--- config.mk ---
export PLATFORM = sky130hd
export DESIGN_NAME = alu_arbiter
export DESIGN_NICKNAME = d
export VERILOG_FILES = /design/src/rtl/alu_arbiter_pkg.sv /design/src/rtl/alu_arbiter_rr_arb2.sv /design/src/rtl/alu_arbiter.sv
export SDC_FILE = /design/constraint.sdc
export NUM_CORES = 1
export LEC_CHECK = 0
export BUFFER_PORTS_ARGS = -buffer_cell sky130_fd_sc_hd__clkbuf_2
export CORE_MARGIN = 2
export CORE_UTILIZATION = 45
export DETAILED_ROUTE_END_ITERATION = 16
export PLACE_DENSITY = 0.85
export SLEW_MARGIN = 20
export SYNTH_ARGS = -nofsm -noshare
export SYNTH_HDL_FRONTEND = slang
export SYNTH_SLANG_ARGS = --single-unit
export TNS_END_PERCENT = 10
--- constraint.sdc ---
create_clock -name clk -period 3.13 [get_ports clk]
set_input_delay 0 -clock clk [delete_from_list [all_inputs] [get_ports clk]]
set_output_delay 0 -clock clk [all_outputs]
set_load 0.1 [all_outputs]
--- src/rtl/alu_arbiter_pkg.sv ---
// Shared constants for the two-requester ALU arbiter: opcode map, legal-opcode
// bound and FSM state encoding.
package alu_arbiter_pkg;

    localparam int OP_ADD  = 0;
    localparam int OP_COMP = 1;
    localparam int OP_AND  = 2;
    localparam int OP_XOR  = 3;
    localparam int OP_SHLL = 4;
    localparam int OP_SHRL = 5;
    localparam int OP_SHRA = 6;
    localparam int OP_DIFF = 7;
    localparam int OP_ZERO = 8;

    // Highest opcode the ALU implements; anything above is answered with err.
    localparam int OP_MAX  = 8;
    // Opcode that makes the external ALU output 0 while no operation is issued.
    localparam int OP_IDLE = 15;

    typedef enum logic [1:0] {
        ST_IDLE  = 2'd0,
        ST_ISSUE = 2'd1,
        ST_RESP  = 2'd2
    } state_t;

endpackage

--- src/rtl/alu_arbiter_rr_arb2.sv ---
// Two-way arbiter with a one-bit priority pointer. Round-robin by default;
// with ALU_ARB_FIXED_PRIO_EN defined, requester 0 always wins a tie.
module rr_arb2 (
    input  logic       clk,
    input  logic       rst,
    input  logic [1:0] req,
    input  logic       take,
    output logic [1:0] gnt
);

    logic prio;
    logic tie_pick;

`ifdef ALU_ARB_FIXED_PRIO_EN
    assign tie_pick = 1'b0;
`else
    assign tie_pick = prio;
`endif

    always_comb begin
        gnt = req;
        if (req == 2'b11) begin
            gnt = tie_pick ? 2'b10 : 2'b01;
        end
    end

    // Favour the requester that was not just served.
    always_ff @(posedge clk or negedge rst) begin
        if (!rst) begin
            prio <= 1'b0;
        end else if (take) begin
            prio <= ~gnt[1];
        end
    end

endmodule

--- src/rtl/alu_arbiter.sv ---
// Shares one external combinational ALU between two requesters.
// Build option: ALU_ARB_FIXED_PRIO_EN selects strict requester-0 priority.
module alu_arbiter
    import alu_arbiter_pkg::*;
#(
    parameter int DATA_W = 32,
    parameter int OP_W   = 4
) (
    input  logic              clk,
    input  logic              rst,
    input  logic [1:0]        req_valid,
    output logic [1:0]        req_ready,
    input  logic [OP_W-1:0]   req_op0,
    input  logic [OP_W-1:0]   req_op1,
    input  logic [DATA_W-1:0] req_a0,
    input  logic [DATA_W-1:0] req_b0,
    input  logic [DATA_W-1:0] req_a1,
    input  logic [DATA_W-1:0] req_b1,
    output logic [OP_W-1:0]   alu_op,
    output logic [DATA_W-1:0] alu_in1,
    output logic [DATA_W-1:0] alu_in2,
    input  logic [DATA_W-1:0] alu_out,
    input  logic              alu_zero,
    input  logic              alu_sign,
    output logic              rsp_valid,
    input  logic              rsp_ready,
    output logic              rsp_id,
    output logic [DATA_W-1:0] rsp_data,
    output logic              rsp_zero,
    output logic              rsp_sign,
    output logic              rsp_err,
    output logic              busy
);

    state_t              state;
    state_t              state_nxt;
    logic [1:0]          gnt;
    logic                accept;
    logic                sel_id;
    logic                sel_legal;
    logic [OP_W-1:0]     sel_op;
    logic [DATA_W-1:0]   sel_a;
    logic [DATA_W-1:0]   sel_b;
    logic [OP_W-1:0]     op_q;
    logic [DATA_W-1:0]   a_q;
    logic [DATA_W-1:0]   b_q;

    rr_arb2 u_arb (
        .clk  (clk),
        .rst  (rst),
        .req  (req_valid),
        .take (accept),
        .gnt  (gnt)
    );

    assign sel_id    = gnt[1];
    assign sel_op    = sel_id ? req_op1 : req_op0;
    assign sel_a     = sel_id ? req_a1  : req_a0;
    assign sel_b     = sel_id ? req_b1  : req_b0;
    assign sel_legal = (sel_op <= OP_W'(OP_MAX));

    assign accept    = (state == ST_IDLE) && (gnt != 2'b00);
    assign req_ready = (state == ST_IDLE) ? gnt : 2'b00;
    assign busy      = (state != ST_IDLE);
    assign rsp_valid = (state == ST_RESP);

    always_ff @(posedge clk or negedge rst) begin
        if (!rst) begin
            state <= ST_IDLE;
        end else begin
            state <= state_nxt;
        end
    end

    always_comb begin
        state_nxt = state;
        unique case (state)
            ST_IDLE: begin
                if (accept) begin
                    state_nxt = sel_legal ? ST_ISSUE : ST_RESP;
                end
            end
            ST_ISSUE: begin
                state_nxt = ST_RESP;
            end
            ST_RESP: begin
                if (rsp_ready) begin
                    state_nxt = ST_IDLE;
                end
            end
            default: begin
                state_nxt = ST_IDLE;
            end
        endcase
    end

    // Operand registers are only observed during ISSUE, so they need no reset.
    always_ff @(posedge clk) begin
        if (accept) begin
            op_q <= sel_op;
            a_q  <= sel_a;
            b_q  <= sel_b;
        end
    end

    // Response registers stay untouched through RESP, keeping rsp_* stable
    // under backpressure.
    always_ff @(posedge clk or negedge rst) begin
        if (!rst) begin
            rsp_id   <= 1'b0;
            rsp_data <= '0;
            rsp_zero <= 1'b0;
            rsp_sign <= 1'b0;
            rsp_err  <= 1'b0;
        end else if (accept) begin
            rsp_id <= sel_id;
            if (!sel_legal) begin
                rsp_data <= '0;
                rsp_zero <= 1'b0;
                rsp_sign <= 1'b0;
                rsp_err  <= 1'b1;
            end
        end else if (state == ST_ISSUE) begin
            rsp_data <= alu_out;
            rsp_zero <= alu_zero;
            rsp_sign <= alu_sign;
            rsp_err  <= 1'b0;
        end
    end

    always_comb begin
        alu_op  = OP_W'(OP_IDLE);
        alu_in1 = '0;
        alu_in2 = '0;
        if (state == ST_ISSUE) begin
            alu_op  = op_q;
            alu_in1 = a_q;
            alu_in2 = b_q;
        end
    end

endmodule

==> results.sh <==
export IMPL_status="complete, no violations"
export IMPL_place_hpwl_um=10000
export IMPL_cts_root_buf="clkbuf_16"
export IMPL_port_buffers=282
export IMPL_regArea_mm2=0.00302
export IMPL_place_congestion=0.840
export IMPL_synth_top_area_share_pct=39.7
export IMPL_tns_ps=0
export IMPL_cts_max_level=3
export IMPL_slew_limit_headroom_pct=36.4
export IMPL_arrival_ps=2660
export IMPL_fin_util_pct=76.4
export IMPL_fillCellCount=690
export IMPL_cts_buffers=9
export IMPL_postCtsHoldBufs=171
export IMPL_grt_max_degree=72
export IMPL_path_max_fanout=35
export IMPL_routed_wl_um=17800
export IMPL_fmax_mhz=405
export IMPL_ys_ff_latch=107
export IMPL_antenna_found_initial=0
export IMPL_place_area_mm2=0.00662
export IMPL_overflow=0
export IMPL_syn_cell_area_mm2=0.00515
export IMPL_synth_edf_count=68
export IMPL_critPathLaunchType="flip-flop"
export IMPL_criticalPathCategory="reg -> reg"
export IMPL_crit_chain="nand2b_4 -> nand2_2 -> buf_4 -> nand2_1 -> nand2_1 -> dlygate4sd3_1"
export IMPL_ant_nets=0
export IMPL_diodes=0
export IMPL_avgRoutedWirePerCell_um=15.8
export IMPL_cp_slowest_stage_delay_ps=570
export IMPL_synth_seq_area_share_pct=58.6
export IMPL_firstDrtPassIters=4
export IMPL_num_rows=39
export IMPL_synth_area_leaders="edfxtp_1 (40%), nand2_1 (20%), dfrtp_1 (19%)"
export IMPL_synth_top_area_cell="edfxtp_1"
export IMPL_grt_first_pass_wirelength_um=28900
export IMPL_path_clk_slew_ps=70
export IMPL_cpMostUsedCell="nand2_1"
export IMPL_cts_setup_buffers=0
export IMPL_vias_per_cell=4.91
export IMPL_dieArea_mm2=0.0123
export IMPL_finalCritPeriodShare_pct=78.8
export IMPL_required_ps=3330
export IMPL_drive_gt1_share_pct=35.0
export IMPL_die_y_um=111
export IMPL_syn_to_final_growth_pct=67.2
export IMPL_die_x_um=111
export IMPL_crit_slowest_cell="dlygate4sd3_1"
export IMPL_ys_flop_type="edfxtp_1"
export IMPL_cellLeakagePower_uw=0.00432
export IMPL_grt_pass1_vias=5860
export IMPL_cellPowerDensity_mw_per_mm2=924
export IMPL_fp_coreArea_mm2=0.0113
export IMPL_rsz0062_at_grt="no"
export IMPL_cts_sinks=107
export IMPL_endpoint_kind="flip-flop"
export IMPL_tightest_slew_ps=954
export IMPL_syn_inst=542
export IMPL_finalSetupViolCount=0
export IMPL_synth_fp_nets=717
export IMPL_period_needed_ps=2470
export IMPL_num_vias=5530
export IMPL_yosysWarnings=0
export IMPL_ir_drop_mv=0.901
export IMPL_async_flop_share_pct=36.4
export IMPL_cts_tree="done"
export IMPL_grt_usage_pct=29.0
export IMPL_postSynthAreaPerCell_um2=9.50
export IMPL_ys_types=31
export IMPL_clock_path_buffers=2
export IMPL_slew_violations=0
export IMPL_drc=0
export IMPL_clkLatencyLatePin_ps=340
export IMPL_hold_violations=0
export IMPL_critical_path_top_delay_family="buffers and inverters"
export IMPL_drtIter0Drc=408
export IMPL_path_buf_inv=2
export IMPL_fin_nets=1154
export IMPL_cts_resized=0
export IMPL_cap_viol_max_count=0
export IMPL_multiInputGateArea_mm2=0.00193
export IMPL_stdcell_area_mm2=0.00861
export IMPL_hp_class="in -> reg"
export IMPL_finalClockSkew_ps=9.67
export IMPL_whs_ps=14.8
export IMPL_io_pin_count=283
export IMPL_initial_utilization_pct=45.7
-- placed cells by master (no fill, tap or decap), types with 2 or more instances in the layout --
cell,netlist,final
a21o_1,2,2
a21oi_1,5,5
a21oi_2,30,30
and2_1,64,64
buf_12,3,2
buf_4,1,5
clkbuf_16,0,9
clkbuf_2,0,282
clkinv_4,0,2
dfrtp_1,39,39
dlygate4sd3_1,0,171
edfxtp_1,68,68
inv_1,3,2
inv_6,0,2
nand2_1,272,271
nand2b_1,6,6
nor3_1,2,2
o21ai_0,2,2
-- synthesized netlist by cell type, types with 2 or more instances --
master / instances
buf_12: 3
nor2b_1: 2
buf_2: 6
dfrtp_1: 39
nand2b_1: 6
o21ai_0: 2
nand2_1: 272
a21oi_2: 30
a21o_1: 2
and2_1: 64
nor3_1: 2
buf_1: 3
inv_1: 3
buf_6: 2
a21oi_1: 5
edfxtp_1: 68
clkbuf_1: 19
-- routing by layer --
layer	GRT usage [%]	share of wire (%)	wire length (um)	vias up
met2	53.2	53	9360	275
met4	13.3	3.9	690	0
met3	5.90	6.6	1170	54
met5	0	0	0	-
met1	32.4	37	6580	2596
li1	-	-	-	2605
-- registers in the layout, indices dropped and copies added (netlist names) --
signal / count
a_q: 32
b_q: 32
op_q: 4
rsp_data: 32
rsp_err: 1
rsp_id: 1
rsp_sign: 1
rsp_zero: 1
state: 2
u_arb.prio: 1
-- where the power goes --
group	internal [uW]	total (uW)	switching [uW]
logic	976	4600	3620
registers	2090	2290	193
clock network	546	1070	523
-- worst min-delay path: stages --
cell and delay (ps):
clkbuf_2 80, nand2b_1 120, o311ai_2 100
-- metrics by stage --
step	cells	setup WS [ps]	total power (uW)
finish	1127	663	7950
global route	1127	514	8260
CTS	1127	746	7900
detailed placement	940	1160	6530
global placement	940	1240	6470
floorplan	542	527	5790
-- final timing paths --
path,depth (start not counted),slack (ps),start,end
min in group asynchronous,2,370,rst,rsp_data[24]$_DFFE_PN0P_
max reg2reg,6,660,u_arb.prio$_DFFE_PN0P_,b_q[6]$_DFFE_PP_
max,6,660,u_arb.prio$_DFFE_PN0P_,b_q[6]$_DFFE_PP_
min,3,10,rsp_ready,state[1]$_DFFE_PN0P_
max in group asynchronous,2,2170,rst,rsp_data[6]$_DFFE_PN0P_
min reg2reg,1,510,rsp_err$_DFFE_PN0P_,rsp_err$_DFFE_PN0P_
-- area by class of cell --
class,count,area share [%]
Sequential cell,107,35.0
Timing Repair Buffer,460,37.2
Tap cell,143,2.08
Multi-Input combinational cell,398,22.4
Clock inverter,7,0.581
Clock buffer,9,2.62
Inverter,3,0.131
-- kinds of logic (layout without fill, tap and decap cells) --
kind of cell	after synthesis	after routing	share of synthesized area, %
and+or+nand+nor	353	353	29.9
DFF	107	107	58.6
AOI/OAI and AO/OA	44	44	7.02
buffers and inverters	37	479	4.16
muxes	1	1	0.292
Power figures use the tool's default switching activity.
